--- config.mk ---
export PLATFORM = sky130hd
export DESIGN_NAME = controlador_alvo
export DESIGN_NICKNAME = d
export VERILOG_FILES = /design/src/rtl/equilibrio_pkg.sv /design/src/rtl/controlador_alvo_contador_semente.sv /design/src/rtl/controlador_alvo.sv
export SDC_FILE = /design/constraint.sdc
export NUM_CORES = 1
export LEC_CHECK = 0
export ABC_AREA = 1
export CAP_MARGIN = 5
export CORE_MARGIN = 3
export CORE_UTILIZATION = 55
export DETAILED_ROUTE_END_ITERATION = 7
export GPL_TIMING_DRIVEN = 1
export PLACE_DENSITY = 0.76
export SYNTH_ARGS = -nofsm -noshare
export SYNTH_HDL_FRONTEND = slang
export SYNTH_SLANG_ARGS = --single-unit
--- constraint.sdc ---
create_clock -name clk -period 1.9 [get_ports clk]
set_clock_uncertainty 0.15 [all_clocks]
set_input_delay 0.38 -clock clk [delete_from_list [all_inputs] [get_ports clk]]
set_output_delay 0.38 -clock clk [all_outputs]
set_load 0.05 [all_outputs]
--- src/rtl/equilibrio_pkg.sv ---
// Shared types and constants for the balance-target sequencer and its checkers.
package equilibrio_pkg;

    typedef enum logic [2:0] {
        IDLE,
        SORTEIO,
        PULSO,
        ESPERA,
        PRONTO
    } estado_t;

    localparam int unsigned NUM_POS = 11;
    localparam int unsigned SEED_W  = 4;

    function automatic logic [NUM_POS-1:0] indice_para_onehot(input logic [SEED_W-1:0] idx);
        logic [NUM_POS-1:0] oh;
        oh = '0;
        for (int unsigned i = 0; i < NUM_POS; i++) begin
            if (idx == SEED_W'(i)) begin
                oh[i] = 1'b1;
            end
        end
        return oh;
    endfunction

endpackage

--- src/rtl/controlador_alvo_contador_semente.sv ---
// Free-running mod-NUM_POS entropy counter with the no-repeat adjustment of the draw value.
module contador_semente
    import equilibrio_pkg::*;
#(
    parameter int unsigned NUM_POS = 11
) (
    input  logic       clk,
    input  logic       rst_n,
    input  logic       ajustar,
    input  logic [3:0] indice,
    output logic [3:0] valor
);

    localparam logic [SEED_W-1:0] ULTIMO = SEED_W'(NUM_POS - 1);

    logic [SEED_W-1:0] cont;

    always_ff @(posedge clk or negedge rst_n) begin
        if (!rst_n) begin
            cont <= '0;
        end else if (cont == ULTIMO) begin
            cont <= '0;
        end else begin
            cont <= cont + SEED_W'(1);
        end
    end

    // Bump past the current target so consecutive draws always differ.
    always_comb begin
        valor = cont;
        if (ajustar && (cont == indice)) begin
            valor = (cont == ULTIMO) ? '0 : cont + SEED_W'(1);
        end
    end

endmodule

--- src/rtl/controlador_alvo.sv ---
// Target sequencer: schedules draws (request or round timer), strobes the generator
// and reports each new target to the game logic through a valid/ack handshake.
module controlador_alvo
    import equilibrio_pkg::*;
#(
    parameter int unsigned NUM_POS     = 11,
    parameter int unsigned ROUND_TICKS = 50_000_000,
    parameter int unsigned TIMER_W     = 26
) (
    input  logic       clk,
    input  logic       rst_n,
    input  logic       iniciar,
    input  logic       pedido,
    input  logic       ack,
    output logic [3:0] seed,
    output logic       gerar,
    output logic [3:0] indice,
    output logic       novo_valido,
    output logic [7:0] rodada,
    output logic       estouro
);

    localparam logic [TIMER_W-1:0] TIMER_CARGA = TIMER_W'(ROUND_TICKS - 1);

    estado_t              state;
    estado_t              state_d;
    logic                 gerar_d;
    logic [TIMER_W-1:0]   timer;
    logic [SEED_W-1:0]    valor;

    contador_semente #(
        .NUM_POS (NUM_POS)
    ) u_contador_semente (
        .clk     (clk),
        .rst_n   (rst_n),
        .ajustar (rodada != '0),
        .indice  (indice),
        .valor   (valor)
    );

    always_ff @(posedge clk or negedge rst_n) begin
        if (!rst_n) begin
            state <= IDLE;
            gerar <= 1'b0;
        end else begin
            state <= state_d;
            gerar <= gerar_d;
        end
    end

    always_comb begin
        state_d = state;
        if (!iniciar) begin
            state_d = IDLE;
        end else begin
            case (state)
                IDLE:    state_d = SORTEIO;
                SORTEIO: state_d = PULSO;
                PULSO:   state_d = ESPERA;
                ESPERA:  state_d = PRONTO;
                PRONTO:  if (pedido || (timer == '0)) state_d = SORTEIO;
                default: state_d = IDLE;
            endcase
        end
    end

    // Strobe is registered from the next state so it is high exactly while in PULSO.
    always_comb begin
        gerar_d = (state_d == PULSO);
    end

    always_ff @(posedge clk or negedge rst_n) begin
        if (!rst_n) begin
            seed        <= '0;
            indice      <= '0;
            novo_valido <= 1'b0;
            rodada      <= '0;
            estouro     <= 1'b0;
            timer       <= '0;
        end else if (!iniciar) begin
            novo_valido <= 1'b0;
            rodada      <= '0;
            estouro     <= 1'b0;
        end else begin
            case (state)
                SORTEIO: begin
                    seed        <= valor;
                    indice      <= valor;
                    rodada      <= rodada + 8'd1;
                    novo_valido <= 1'b0;
                    if (novo_valido) begin
                        estouro <= 1'b1;
                    end
                end
                ESPERA: begin
                    novo_valido <= 1'b1;
                    timer       <= TIMER_CARGA;
                end
                PRONTO: begin
                    timer <= timer - TIMER_W'(1);
                    if (ack) begin
                        novo_valido <= 1'b0;
                    end
                end
                default: ;
            endcase
        end
    end

endmodule
==> flow_summary.toml, run 1 <==
[global_route]
antenna_found_initial = 0
grt_usage_pct = 21.1
first_global_vias = 2401
grt_pass1_wl_mm = 10.3
grt_start_max_net_pins = 22
grt.overflow.total = 0

[detailed_routing]
wl_mm = 5.95
drt-initial-drc-count = 106
viasPerCell = 5.25
vias = 2530
wire_per_inst_um = 12.3
drc = 0
drt-pass1-iter-count = 4
drtAntennaViolNets = 0

[finish]
multi_input_area_um2 = 1280
antenna_cells = 0
final_nets = 425
fillers = 402
final_area_um2 = 3210
layout_commonest_cell = "nand2_1"
stdcell_count = 482
final_cell_mix = "nand2_1, nor2_1, inv_1"
seq_area_um2 = 1200
final_core_util_pct = 70.4
drive_gt1_share_pct = 13.2
area_growth_syn_to_layout_pct = 17.8

[power_and_ir_drop]
p_int_mw = 2.26
power_switching_mw = 1.73
irDropWorstVdd_mv = 0.697
pwr-share-seq_pct = 40.6
power_density_nw_per_um2 = 1240
pwr-share-clk_pct = 19.6
leakage_nw = 1.68
p_sw_share_pct = 43.4
power_frac_comb_pct = 39.9

[worst_setup_path]
path_delay_family = "simple AND/OR/NAND/NOR gates"
startpoint_type = "register"
path_cells = "inv_2 -> nand3_1 -> nor4_1 -> nand3_1 -> nand2_1 -> nor2_1"
critPathSlowestCell = "dfrtp_1"
cp_data_required_time_ps = 1950
cp_num_buf_inv = 1
crit_type = "register to register"
crit_top_cell = "nand3_1"
critPathMaxStageDelay_ps = 460
critical_path_depth = 6
r2r_cells = 6
cp.arrival_ps = 1790
cp_max_fo = 6
end_kind = "register"

[timing]
slew_headroom_pct = 65.7
final_hold_viol_count = 0
whs_ps = 346
finalCriticalPeriod_ps = 1730
worst_pin_slew_ps = 510
setup_viol = 0
max_freq_ghz = 0.577
slew_viol_final = 0
fin_crit_sh_pct = 91.3
rsz0062_at_grt = "no"
fin_tns_setup_ps = 0

[synthesis]
syn_avg_cell_area_um2 = 7.27
synth-seq-area-share_pct = 44.0
syn_nets = 384
synthDistinctLibCells = 30
syn-cell-area_um2 = 2730
syn_inst = 375
ys.warnings.count = 0
synth-seq-cells = 48

[place]
placed_area_um2 = 3060
hpwl_mm = 4.45
place_congestion = 0.859
port-buffer-count = 23
placed_cells = 471

[cts]
insertion_delay_ps = 300
clk_path_buf_depth = 2
htree_levels = 2
cts_buffers = 5
clk_pin_slew_ps = 90
clkSinkCount = 48
cts_tree = "built"
clock-root-buffer = "clkbuf_8"

[outcome]
status = "finished clean"

[min_path]
hold_class = "register to register"
holdPathStages = 1

[floorplanning]
core_um2 = 4560
io-pin-count = 24
die_w_um = 76.4
die_area_um2 = 5840
die_h_um = 76.4
start_util_pct = 59.8
core.rowCount = 24

[flow_run]
drv_cap = 0
-- worst paths after layout --
kind,from,end,slack (ps)
min in group asynchronous,rst_n,rodada[0],400
max,state[2],rodada[7],170
max reg2reg,state[2],rodada[7],170
min,timer[8],timer[8],350
min reg2reg,timer[8],timer[8],350
max in group asynchronous,rst_n,timer[7],610
-- per-stage QoR --
step | power [mW] | setup slack (ps)
global placement | 3.17 | -20.3
global route | 4.28 | 16.7
detailed placement | 3.21 | -70.0
finish | 3.99 | 166
floorplan | 2.76 | 97.2
CTS | 4.01 | 99.4
-- cells in the mapped netlist (all sizes together) --
cell type / instances / area share (%)
a32oi: 1 / 0.32
inv: 51 / 7.0
nor4: 3 / 0.69
a31oi: 1 / 0.23
buf: 8 / 2.2
and2: 1 / 0.23
ha: 4 / 1.8
nand3b: 1 / 0.28
or2: 1 / 0.23
xor2: 5 / 1.6
o22ai: 1 / 0.23
nor2: 64 / 9.7
xnor2: 1 / 0.32
nand2: 98 / 14
nand4: 14 / 3.2
nand3: 45 / 8.7
o21ai: 14 / 2.7
a22o: 1 / 0.32
a21oi: 7 / 1.3
dfrtp: 48 / 44
and3: 1 / 0.23
nor3: 5 / 0.92
-- metal layers --
metal,GRT usage [%],up-vias,wire length [µm]
met5,0,-,0
met4,5.43,0,72
met3,4.02,9,245
met2,38.1,60,2850
met1,25.8,1178,2780
li1,-,1283,-
-- sequential cells by signal (all words and copies together), names as in the netlist --
| signal | cells |
|---|---|
| timer | 26 |
| rodada | 8 |
| estouro | 1 |
| state | 3 |
| novo_valido | 1 |
| indice | 4 |
| u_contador_semente.cont | 4 |
| gerar | 1 |
-- power by group through the flow --
stage               Sequential [mW]  Clock [mW]  Combinational [mW]
floorplan                      1.78           0               0.985
global placement               1.62           0                1.56
detailed placement             1.62           0                1.59
CTS                            1.61       0.801                1.60
global route                   1.66       0.851                1.77
finish                         1.62       0.780                1.59
-- layout make-up --
cell class	count	share of cell area (%)
Clock buffer	6	2.57
Clock inverter	2	1.21
Inverter	51	5.96
Multi-Input combinational cell	268	39.9
Sequential cell	48	37.4
Tap cell	65	2.53
Timing Repair Buffer	42	10.4
-- kinds of logic (layout without fill, tap and decap cells) --
family	Yosys count	count (layout)	synth area share, %
compound gates	25	25	5.09
flops	48	48	44.0
fa+ha+maj	4	4	1.83
simple gates	233	233	37.9
buf+inv	59	101	9.17
xor+xnor	6	6	1.93
-- what timing repair did --
action,CTS,global route
endpoints found under the setup margin,0,4
buffers inserted,0,2
hold endpoints to repair,19,0
hold buffers,1,0
resized for setup,0,2
No activity file was read; power rests on OpenSTA's default activity.
==> run 2, diff against run 1 <==
==> constraint.sdc (replaced) <==
create_clock -name clk -period 1.9 [get_ports clk]
set_clock_uncertainty 0.15 [all_clocks]
set_input_delay 0.38 -clock clk [delete_from_list [all_inputs] [get_ports clk]]
set_output_delay 0.38 -clock clk [all_outputs]
set_load 0.01 [all_outputs]
==> run 2 against run 1 <==
Maximum frequency is 5.7% lower; clock-buffer cell count stayed put; hold slack better by 11 ps; first-iteration DRC count is 21% higher; register-to-register slack worse by 30 ps; critical endpoint is now rodada[4]; largest power group unchanged; highest routed layer unchanged.
==> flow_summary.toml, run 2 (same netlist as run 1, synthesis figures left out) <==
[worst_setup_path]
timing.rr.end = "timer[12]"
critPathSlowestCell = "clkdlybuf4s50_1"
path_delay_family = "buffers and inverters"
cp_data_required_time_ps = 1370
crit_type = "register to output pin"
critPathMaxStageDelay_ps = 560
r2r_cells = 9
path_cells = "clkdlybuf4s50_1"
cp_num_buf_inv = 1
cp.arrival_ps = 1310
end_kind = "output pin"
rrSetupSlack_ps = 140
cp_max_fo = 6
r2r-start = "timer[0]"
startpoint_type = "register"

[cts]
cts_buffers = 5
insertion_delay_ps = 300
clkSinkCount = 48
clk_pin_slew_ps = 90
clk_path_buf_depth = 2
post-cts-setup-buffers = 0
htree_levels = 2
cts_tree = "built"
clock-root-buffer = "clkbuf_8"

[detailed_routing]
drc = 0
wl_mm = 5.87
vias = 2470
drt-initial-drc-count = 128
drt-pass1-iter-count = 5
wire_per_inst_um = 12.3
viasPerCell = 5.16
drtAntennaViolNets = 0

[place]
pre_cts_ws_ps = -52.0
hpwl_mm = 4.47
port-buffer-count = 23
placed_area_um2 = 3110
place_congestion = 0.884

[timing]
slew_headroom_pct = 72.1
rsz0062_at_grt = "no"
finalCriticalPeriod_ps = 1840
final_hold_viol_count = 0
worst_pin_slew_ps = 418
worst_slack_ps = 61.7
fin_crit_sh_pct = 96.8
max_freq_ghz = 0.544
whs_ps = 357
setup_viol = 0
slew_viol_final = 0

[finish]
layout_commonest_cell = "nand2_1"
final_core_util_pct = 71.4
final_area_um2 = 3260
drive_gt1_share_pct = 8.70
largestRegisters = "timer: 26 flops, rodada: 8 flops"
area_growth_syn_to_layout_pct = 19.4
final_cell_mix = "nand2_1, nor2_1, inv_1"
largest_reg_flops = 26
antenna_cells = 0
final_nets = 422
largest_register = "timer"

[floorplanning]
die_w_um = 76.4
io-pin-count = 24
die_area_um2 = 5840
core.rowCount = 24
die_h_um = 76.4
start_util_pct = 59.8
core_um2 = 4560

[power_and_ir_drop]
power_switching_mw = 1.43
power_density_nw_per_um2 = 1140
p_sw_share_pct = 38.2
leakage_nw = 1.64
irDropWorstVdd_mv = 0.589
pwr-share-seq_pct = 43.5
p_int_mw = 2.30
pwr-share-clk_pct = 21.1
power_frac_comb_pct = 35.5

[global_route]
first_global_vias = 2353
grt_usage_pct = 21.3
grt_start_max_net_pins = 21
grt.overflow.total = 0
antenna_found_initial = 0
grt_pass1_wl_mm = 10.2

[min_path]
min-delay-start = "timer[8]"
hold_end = "timer[8]"
hold_class = "register to register"
holdPathStages = 1

[flow_run]
drv_cap = 0

[outcome]
status = "finished clean"
==> run 2: how the worst max path moves through the flow <==
stage               startpoint   endpoint  slack [ps]  cells after the start
finish               rodada[4]  rodada[4]          60                      1
global route          timer[0]  timer[12]           3                      9
CTS                  rodada[2]  rodada[2]          50                      1
detailed placement     iniciar  timer[12]         -50                      7
global placement       iniciar  timer[12]          -2                      7
floorplan             timer[0]  timer[14]         290                      9
==> run 2: cell type report <==
type                    count  area, µm²
multi-input cells         268       1290
clock buffers               6       82.6
clock inverters             2       38.8
fillers                   391       1310
repair buffers             39        373
flip-flops and latches     48       1200
well taps                  65       81.3
inverters                  51        191
==> run 2: per-stage QoR <==
step	power [mW]	std cells	TNS, ps
6_report	3.73	479	0
3_3_place_gp	2.88	470	-2.14
2_1_floorplan	2.44	375	0
3_5_place_dp	2.94	470	-288
5_1_grt	4.03	479	0
4_1_cts	3.73	479	0
==> run 2: repair_timing <==
action	4_1_cts	5_1_grt
endpoints found under the setup margin	0	7
endpoints found under the hold margin	17	0
resized for setup	0	5
hold buffers	1	0
==> run 2: layer usage <==
| metal | vias to the layer above | global-route usage (%) | wire length (µm) |
|---|---|---|---|
| met2 | 63 | 37.4 | 2840 |
| met1 | 1131 | 27.0 | 2750 |
| met4 | 0 | 5.07 | 38 |
| li1 | 1272 | - | - |
| met3 | 4 | 4.26 | 238 |
| met5 | - | 0 | 0 |
==> run 2: power by group through the flow <==
stage	registers (mW)	clock network, mW	logic [mW]
floorplan	1.58	0	0.859
global placement	1.61	0	1.27
detailed placement	1.62	0	1.31
CTS	1.61	0.797	1.32
global route	1.66	0.849	1.52
finish	1.62	0.785	1.32
==> run 3, diff against run 2 <==
--- a/config.mk
+++ b/config.mk
@@ -5,13 +5,12 @@
 export SDC_FILE = /design/constraint.sdc
 export NUM_CORES = 1
 export LEC_CHECK = 0
-export ABC_AREA = 1
 export CAP_MARGIN = 5
 export CORE_MARGIN = 3
 export CORE_UTILIZATION = 55
 export DETAILED_ROUTE_END_ITERATION = 7
 export GPL_TIMING_DRIVEN = 1
-export PLACE_DENSITY = 0.76
+export PLACE_DENSITY = 0.75
 export SYNTH_ARGS = -nofsm -noshare
 export SYNTH_HDL_FRONTEND = slang
 export SYNTH_SLANG_ARGS = --single-unit
==> run 3 against run 2 <==
The flow now finishes with violations (negative setup slack); sequential share of layout area fell by 5.3 points; largest power group unchanged; largest cell class unchanged; global-route usage is 2.1 points higher; clock power down 6.4%; clock-buffer cell count unchanged; final area is 17% higher; highest routed layer unchanged; core utilization grew 7.5 points; die area grew 1.8%; total power is 21% lower; sequential power is 17% lower; critical path type is now register to register.
==> flow_summary.toml, run 3 <==
[power_and_ir_drop]
power_density_nw_per_um2 = 778
leakage_nw = 1.57
irDropWorstVdd_mv = 0.423

[outcome]
violations = "negative setup slack"
status = "complete, but fails checks"

[timing]
worst_pin_slew_ps = 477
setup_viol = 11
fin_crit_sh_pct = 104
finalCriticalPeriod_ps = 1980
slew_headroom_pct = 68.2
fin_tns_setup_ps = -402
worst_slack_ps = -80.0
final_hold_viol_count = 0
slew_viol_final = 0
rsz0062_at_grt = "yes"
max_freq_ghz = 0.505

[finish]
area_growth_syn_to_layout_pct = 36.6
drive_gt1_share_pct = 29.8
largest_register = "timer"
antenna_cells = 0
largestRegisters = "timer: 26 flops, rodada: 8 flops"
layout_commonest_cell = "buf_4"
final_nets = 374
final_area_um2 = 3800
largest_reg_flops = 26
final_core_util_pct = 78.9
final_cell_mix = "buf_4, dfrtp_1, nand2_1"

[detailed_routing]
vias = 2478
drt-initial-drc-count = 118
wire_per_inst_um = 16.4
drtAntennaViolNets = 0
wl_mm = 7.08
drc = 0
viasPerCell = 5.72
drt-pass1-iter-count = 4

[cts]
cts_buffers = 5
htree_levels = 2
cts_tree = "built"
clkSinkCount = 48
insertion_delay_ps = 300
clk_path_buf_depth = 2
clock-root-buffer = "clkbuf_8"
clk_pin_slew_ps = 90

[synthesis]
synth-main-ff-cell = "dfrtp_1"
synth_common_cells = "dfrtp_1, nand2_1, xnor2_1"
syn_avg_cell_area_um2 = 9.69
syn-cell-area_um2 = 2780
yosys.cell_count.top_type = "dfrtp_1"
synth_edf_count = 0
synth-seq-cells = 48
synth_top_cell_area_share_pct = 43.2
synth_largest_area_cell = "dfrtp_1"
synth-seq-area-share_pct = 43.2
syn_inst = 287
async_flop_share_pct = 100
synthDistinctLibCells = 50
netlist_top_cells_area = "dfrtp_1, xnor2_1, nand2_1, mux2i_1, nor4_1"
ys.warnings.count = 0
syn_nets = 296

[floorplanning]
core_um2 = 4820
io-pin-count = 24
die_area_um2 = 5950
start_util_pct = 57.7
die_h_um = 77.1
core.rowCount = 25
die_w_um = 77.1

[worst_setup_path]
crit_type = "register to register"
path_cells = "nor4_4 -> nand2_2 -> buf_4 -> or4_4 -> a21oi_2"
cp_data_required_time_ps = 1980
critPathMaxStageDelay_ps = 510
startpoint_type = "register"
r2r_cells = 5
r2r-start = "timer[5]"
rrSetupSlack_ps = -80
timing.rr.end = "timer[11]"
critical_path_depth = 5
end_kind = "register"
cp_max_fo = 3
path_delay_family = "simple AND/OR/NAND/NOR gates"
cp.arrival_ps = 2060
critPathSlowestCell = "or4_4"
startpoint = "timer[5]"
cp-endpoint = "timer[11]"
cp_num_buf_inv = 1

[global_route]
grt_pass1_wl_mm = 11.1
grt_start_max_net_pins = 30
grt.overflow.total = 0
first_global_vias = 2358
antenna_found_initial = 0
grt_usage_pct = 23.4

[min_path]
hold_class = "register to register"

[place]
port-buffer-count = 23
place_congestion = 0.824
placed_area_um2 = 3410
hpwl_mm = 4.47

[flow_run]
drv_cap = 0
[run 3: changes by cell type after synthesis, sizes merged, moves of 9 or more]
cell	change
or4	+9
nand2	-72
inv	-41
nor4	+12
xnor2	+15
mux2i	+9
nand3	-39
nor2	-51
[run 3: final cells by class]
| cell class | instances | area (µm²) |
|---|---|---|
| multi-input cells | 212 | 1630 |
| clock inverters | 2 | 35.0 |
| inverters | 10 | 37.5 |
| clock buffers | 6 | 72.6 |
| fillers | 332 | 1020 |
| flip-flops and latches | 48 | 1200 |
| well taps | 67 | 83.8 |
| repair buffers | 88 | 738 |
[run 3: through the flow]
| step | setup slack, ps | hold WS, ps | instances | total power [mW] |
|---|---|---|---|---|
| floorplan | 15.4 | -65.6 | 287 | 1.75 |
| global placement | -446 | 203 | 414 | 2.09 |
| detailed placement | -490 | 207 | 414 | 2.12 |
| CTS | -27.4 | 381 | 429 | 2.90 |
| global route | -159 | 407 | 433 | 3.12 |
| finish | -80.0 | 385 | 433 | 2.96 |
[run 3: report_power, final]
part           switching, mW  leakage (nW)  internal, mW
clock                  0.344        0.0552         0.391
sequential             0.174         0.577          1.18
combinational          0.409         0.939         0.462
[run 3: timing repair]
action,CTS,global route
setup endpoints to repair,21,22
hold buffers,1,0
gates cloned,1,0
endpoints found under the hold margin,19,0
pin swaps,8,8
buffers inserted,5,4
gates resized for setup,23,15
[run 3: per-layer routing]
metal / global-route usage [%] / share of wire, % / wire length [µm]
met5: 0 / 0 / 0
met3: 4.11 / 3.8 / 272
met1: 29.6 / 43 / 3050
met4: 8.72 / 2.1 / 146
met2: 40.1 / 51 / 3620
[run 3: cells by family after synthesis]
kind of cell | after synthesis | share of synthesized area [%]
flops | 48 | 43.2
xor+xnor | 18 | 5.67
mux | 9 | 3.24
compound gates | 47 | 11.2
buf+inv | 28 | 5.04
fa+ha+maj | 4 | 1.80
simple gates | 133 | 29.9
[run 3: worst min path at each step]
stage                     end  depth (start not counted)  startpoint
floorplan             estouro                          0       rst_n
global placement    indice[1]                          1       rst_n
detailed placement  indice[1]                          1       rst_n
CTS                   estouro                          1     estouro
global route          estouro                          1     estouro
finish                estouro                          1     estouro
